===== src/rtl/fetch_pkg.sv =====
// Shared types for the instruction-fetch stage.
// No logic, types and widths only.
// Not applicable: holds no flow-control state.
package fetch_pkg;

    localparam int XLEN        = 32;
    localparam int INSTR_ALIGN = 2;

    typedef enum logic [1:0] {
        BOOT,
        FETCH,
        HALT
    } fetch_state_t;

    typedef struct packed {
        logic [XLEN-1:0] pc;
        logic [XLEN-1:0] instr;
    } fetch_entry_t;

endpackage


===== src/rtl/fetch_queue.sv =====
// Synchronous FIFO of fetched {pc, instr} entries.
// Latency: a pushed entry is visible at head the cycle after the push.
// Backpressure: full is reported; the caller may push while full only with a pop in the same cycle.
module fetch_queue
    import fetch_pkg::*;
#(
    parameter int QDEPTH = 2
) (
    input  logic                         clk,
    input  logic                         rst_n,
    input  logic                         push,
    input  logic                         pop,
    input  logic                         flush,
    input  fetch_entry_t                 push_entry,
    output logic                         full,
    output logic                         empty,
    output logic [$clog2(QDEPTH+1)-1:0]  count,
    output fetch_entry_t                 head
);

    localparam int PW = $clog2(QDEPTH);
    localparam int CW = $clog2(QDEPTH+1);

    fetch_entry_t    mem [QDEPTH];
    logic [PW-1:0]   rd_ptr;
    logic [PW-1:0]   wr_ptr;

    always_ff @(posedge clk) begin
        if (!rst_n || flush) begin
            rd_ptr <= '0;
            wr_ptr <= '0;
            count  <= '0;
        end else begin
            if (push) begin
                wr_ptr <= wr_ptr + 1'b1;
            end
            if (pop) begin
                rd_ptr <= rd_ptr + 1'b1;
            end
            case ({push, pop})
                2'b10:   count <= count + CW'(1);
                2'b01:   count <= count - CW'(1);
                default: count <= count;
            endcase
        end
    end

    // Storage needs no reset: head is only consumed when count is non-zero.
    always_ff @(posedge clk) begin
        if (push && !flush) begin
            mem[wr_ptr] <= push_entry;
        end
    end

    assign head  = mem[rd_ptr];
    assign full  = (count == CW'(QDEPTH));
    assign empty = (count == '0);

endmodule


===== src/rtl/fetch_unit.sv =====
// Instruction fetch: owns the PC, reads async imem, queues {pc, instr} for decode.
// Latency: word addressed in cycle N is at the queue head in cycle N+1 (queue empty).
// Backpressure: fetch stalls when the queue is full and decode does not pop that cycle.
module fetch_unit
    import fetch_pkg::*;
#(
    parameter logic [31:0] RESET_PC = 32'h0000_0000,
    parameter int          QDEPTH   = 2,
    parameter int          IMEM_AW  = 6
) (
    input  logic               clk,
    input  logic               rst_n,
    output logic [IMEM_AW-1:0] imem_addr,
    input  logic [31:0]        imem_data,
    input  logic               redirect_valid,
    input  logic [31:0]        redirect_pc,
    input  logic               halt_req,
    output logic               instr_valid,
    input  logic               instr_ready,
    output logic [31:0]        instr,
    output logic [31:0]        instr_pc,
    output logic               halted
);

    localparam int CW = $clog2(QDEPTH+1);

    fetch_state_t    state;
    fetch_state_t    state_nxt;
    logic [XLEN-1:0] pc;
    logic            redirect;
    logic            push;
    logic            pop;
    logic            q_full;
    logic            q_empty;
    logic [CW-1:0]   q_count;
    fetch_entry_t    q_head;
    fetch_entry_t    push_entry;

    assign redirect   = redirect_valid && (state != BOOT);
    assign pop        = !q_empty && instr_ready;
    assign push_entry = '{pc: pc, instr: imem_data};

    always_comb begin
        state_nxt = state;
        push      = 1'b0;
        case (state)
            BOOT: begin
                state_nxt = FETCH;
            end
            FETCH: begin
                if (redirect) begin
                    state_nxt = FETCH;
                end else if (halt_req) begin
                    state_nxt = HALT;
                end else begin
                    push = !q_full || pop;
                end
            end
            HALT: begin
                if (redirect) begin
                    state_nxt = FETCH;
                end
            end
            default: begin
                state_nxt = BOOT;
            end
        endcase
    end

    always_ff @(posedge clk) begin
        if (!rst_n) begin
            state <= BOOT;
            pc    <= RESET_PC;
        end else begin
            state <= state_nxt;
            if (redirect) begin
                pc <= redirect_pc & ~32'h3;
            end else if (push) begin
                pc <= pc + 32'd4;
            end
        end
    end

    fetch_queue #(
        .QDEPTH (QDEPTH)
    ) u_queue (
        .clk        (clk),
        .rst_n      (rst_n),
        .push       (push),
        .pop        (pop),
        .flush      (redirect),
        .push_entry (push_entry),
        .full       (q_full),
        .empty      (q_empty),
        .count      (q_count),
        .head       (q_head)
    );

    // Outputs read zero while empty so stale storage never leaks to decode.
    assign imem_addr   = pc[IMEM_AW+INSTR_ALIGN-1:INSTR_ALIGN];
    assign instr_valid = !q_empty;
    assign instr       = q_empty ? '0 : q_head.instr;
    assign instr_pc    = q_empty ? '0 : q_head.pc;
    assign halted      = (state == HALT) && q_empty;

endmodule

===== config.mk =====
export PLATFORM = sky130hd
export DESIGN_NAME = fetch_unit
export DESIGN_NICKNAME = d
export VERILOG_FILES = /design/src/rtl/fetch_pkg.sv /design/src/rtl/fetch_queue.sv /design/src/rtl/fetch_unit.sv
export SDC_FILE = /design/constraint.sdc
export NUM_CORES = 1
export LEC_CHECK = 0
export ABC_CLOCK_PERIOD_IN_PS = 9600
export CAP_MARGIN = 20
export CORE_AREA = 8 8 125 127
export CTS_BUF_LIST = sky130_fd_sc_hd__clkbuf_8 sky130_fd_sc_hd__clkbuf_16
export CTS_CLUSTER_SIZE = 28
export DETAILED_ROUTE_END_ITERATION = 10
export DIE_AREA = 0 0 133 135
export DONT_BUFFER_PORTS = 1
export HOLD_SLACK_MARGIN = 0.02
export MAX_ROUTING_LAYER = met4
export PLACE_DENSITY = 0.65
export SLEW_MARGIN = 15
export SYNTH_ARGS = -nofsm -noshare
export SYNTH_HDL_FRONTEND = slang
export SYNTH_HIERARCHICAL = 1
export SYNTH_SLANG_ARGS = --single-unit

===== constraint.sdc =====
create_clock -name clk -period 9.6 [get_ports clk]
set_clock_uncertainty 0.1 [all_clocks]
set_input_delay 1.92 -clock clk [delete_from_list [all_inputs] [get_ports clk]]
set_output_delay 1.92 -clock clk [all_outputs]
set_load 0.01 [all_outputs]

==> metrics.yaml <==
status: "completed"
avgRoutedWirePerCell_um: 20.9
grt_max_degree: 52
clockBufferDepth: 2
path_cells: "buf_4 -> mux2_2 -> nor2b_1"
hpwl_um: 10200
ys.flop_type: "edfxtp_1"
drive_gt1_frac: 0.208
peakVddDrop_uv: 103
routabilityCongestion: 0.800
drt_first_iter_violations: 275
cts_setup_buffers: 0
fmax_ghz: 0.232
maxCapViolCount: 0
ctsResizeCount: 0
core-area_um2: 13600
synthArstFlopShare: 0
worstMarginPinSlew_ns: 1.03
powerDensity_nw_per_um2: 195
cts.clk_slew.worst_paths_ns: 0.06
synth_top_cell_area_share: 0.528
grt_first_pass_wirelength_um: 23700
final_cell_mix: "edfxtp_1 (128), mux2_2 (65), nor2b_1 (64)"
finalWorstPathRequiredPeriod_ns: 4.31
layout_commonest_cell: "edfxtp_1"
grt_setup_unrepaired: "false"
path_depth: 3
drc: 0
relSlewSlack: 0.314
cts_max_level: 4
ant_nets: 0
overflow: 0
cp-end-kind: "output pin"
synth_area_leaders: "edfxtp_1 (53%), dfxtp_1 (10%), mux2_2 (10%), nor2b_1 (5.5%), o21ai_0 (1.7%)"
drt-total-wl_um: 15300
tns_ns: 0
hold_depth: 2
yosys_warnings: 6
synth-edff-count: 128
syn_area_um2: 7270
die-area_um2: 18000
vias: 4366
required_ns: 7.58
reg2reg_depth: 6
arrival_ns: 2.29
port-buffer-count: 0
grt_pass1_vias: 4305
cp-start-kind: "flop"
pin_count: 141
final_util: 0.588
initial_utilization: 0.534
root_buffer: "clkbuf_16"
critical_path_buf_inv_count: 1
synth-seq-cells: 165
die_y_um: 135
setup_viol: 0
hold_class: "reg -> reg"
vias_per_cell: 5.96
cts_buffers: 17
area_growth_pct: 10.1
syn_avg_cell_area_um2: 13.4
ys_seq_area_frac: 0.630
path_max_fanout: 45
rows: 43
synthCells: 543
cts_sinks: 165
groute.usage.overall: 0.175
clock_latency_ns: 0.41
die_x_um: 133
leakage_uw: 0.00249
antenna_found_initial: 1
synth.distinct_cells: 55
hold_violations: 0
hold_buffers: 0
slowest_stage: "dfxtp_2"
post-route-period-util: 0.449
critPathTopFamily: "flip-flops"
synth_top_area_cell: "edfxtp_1"
path_class: "reg -> out"
fin_hold_ws_ns: 0.423
cts_tree: "yes"
critPathMaxStageDelay_ns: 0.67
nNetsFinal: 610
dr.pass1.iters: 5
slew_violations: 0
-- per-stage QoR --
| step | cell area, um^2 | power, uW | worst slack, ns | std cells |
|---|---|---|---|---|
| 3_5_place_dp | 7410 | 934 | 4.98 | 699 |
| 2_1_floorplan | 7290 | 912 | 1.69 | 546 |
| 3_3_place_gp | 7410 | 930 | 5.02 | 699 |
| 5_1_grt | 8010 | 1620 | 5.11 | 733 |
| 6_report | 8010 | 1560 | 5.29 | 733 |
| 4_1_cts | 7980 | 1570 | 5.18 | 731 |
-- flip-flops by register name (all words and copies together) (netlist names), named ones only --
signal          cells
u_queue/rd_ptr      1
u_queue/count       2
pc                 30
u_queue/wr_ptr      1
state               2
u_queue/mem       128
-- power by group --
| group | internal, uW | switching, uW | total [uW] |
|---|---|---|---|
| combinational | 38.6 | 57.2 | 95.8 |
| sequential | 796 | 28.2 | 824 |
| clock | 379 | 262 | 641 |
-- path summary, 6_finish.rpt --
| path | from | endpoint | slack (ns) |
|---|---|---|---|
| max | flop | instr_pc[24] | 5.29 |
| min | u_queue/rd_ptr | flop | 0.42 |
| max reg2reg | u_queue/count[0] | u_queue/mem[1][56] | 6.18 |
| min reg2reg | u_queue/rd_ptr | flop | 0.42 |
-- cell families after synthesis --
| logic type | Yosys count | synth area share |
|---|---|---|
| simple gates | 171 | 0.142 |
| flops | 165 | 0.630 |
| compound gates | 86 | 0.0829 |
| mux | 66 | 0.102 |
| buf+inv | 43 | 0.0286 |
| xor+xnor | 9 | 0.0108 |
| fa+ha+maj | 2 | 0.00344 |
| other cells | 1 | 0.000516 |
-- cells in the mapped netlist (5+ instances only) --
library cell  number
a32oi_1            5
a21oi_1            7
nor3_1             6
a31oi_1           13
or4_1              8
o211ai_1          10
and4_1             5
edfxtp_1         128
nor2b_1           64
xnor2_1            7
nand3_1           18
buf_4             12
o31ai_1            7
nand2_1           17
nor2_1            15
mux2_2            65
clkbuf_1          20
and3_1             5
nand4_1           10
inv_1              8
dfxtp_1           37
o21ai_0           25
or3_1             11
-- worst register-to-register path: stages, from the launching register on --
cell,delay [ns]
dfxtp_1,0.44
nor2_4,0.14
buf_4,0.30
nand2b_2,0.39
a21oi_2,0.40
and3_2,0.61
buf_4,0.62
-- final cells by class --
cell class	instances	area (um^2)
Inverter	10	37.5
Antenna cell	1	2.50
Clock inverter	15	141
Clock buffer	17	425
Fill cell	1101	5600
Sequential cell	165	4590
Tap cell	180	225
Timing Repair Buffer	7	72.6
Multi-Input combinational cell	338	2520
-- per-layer routing --
metal,up-vias,track usage,wire [um]
met5,-,-,0
li1,2060,-,-
met2,153,0.271,7420
met4,0,0.0543,119
met1,2142,0.205,6300
met3,11,0.0736,1450
(Power assumes the default switching activity.)
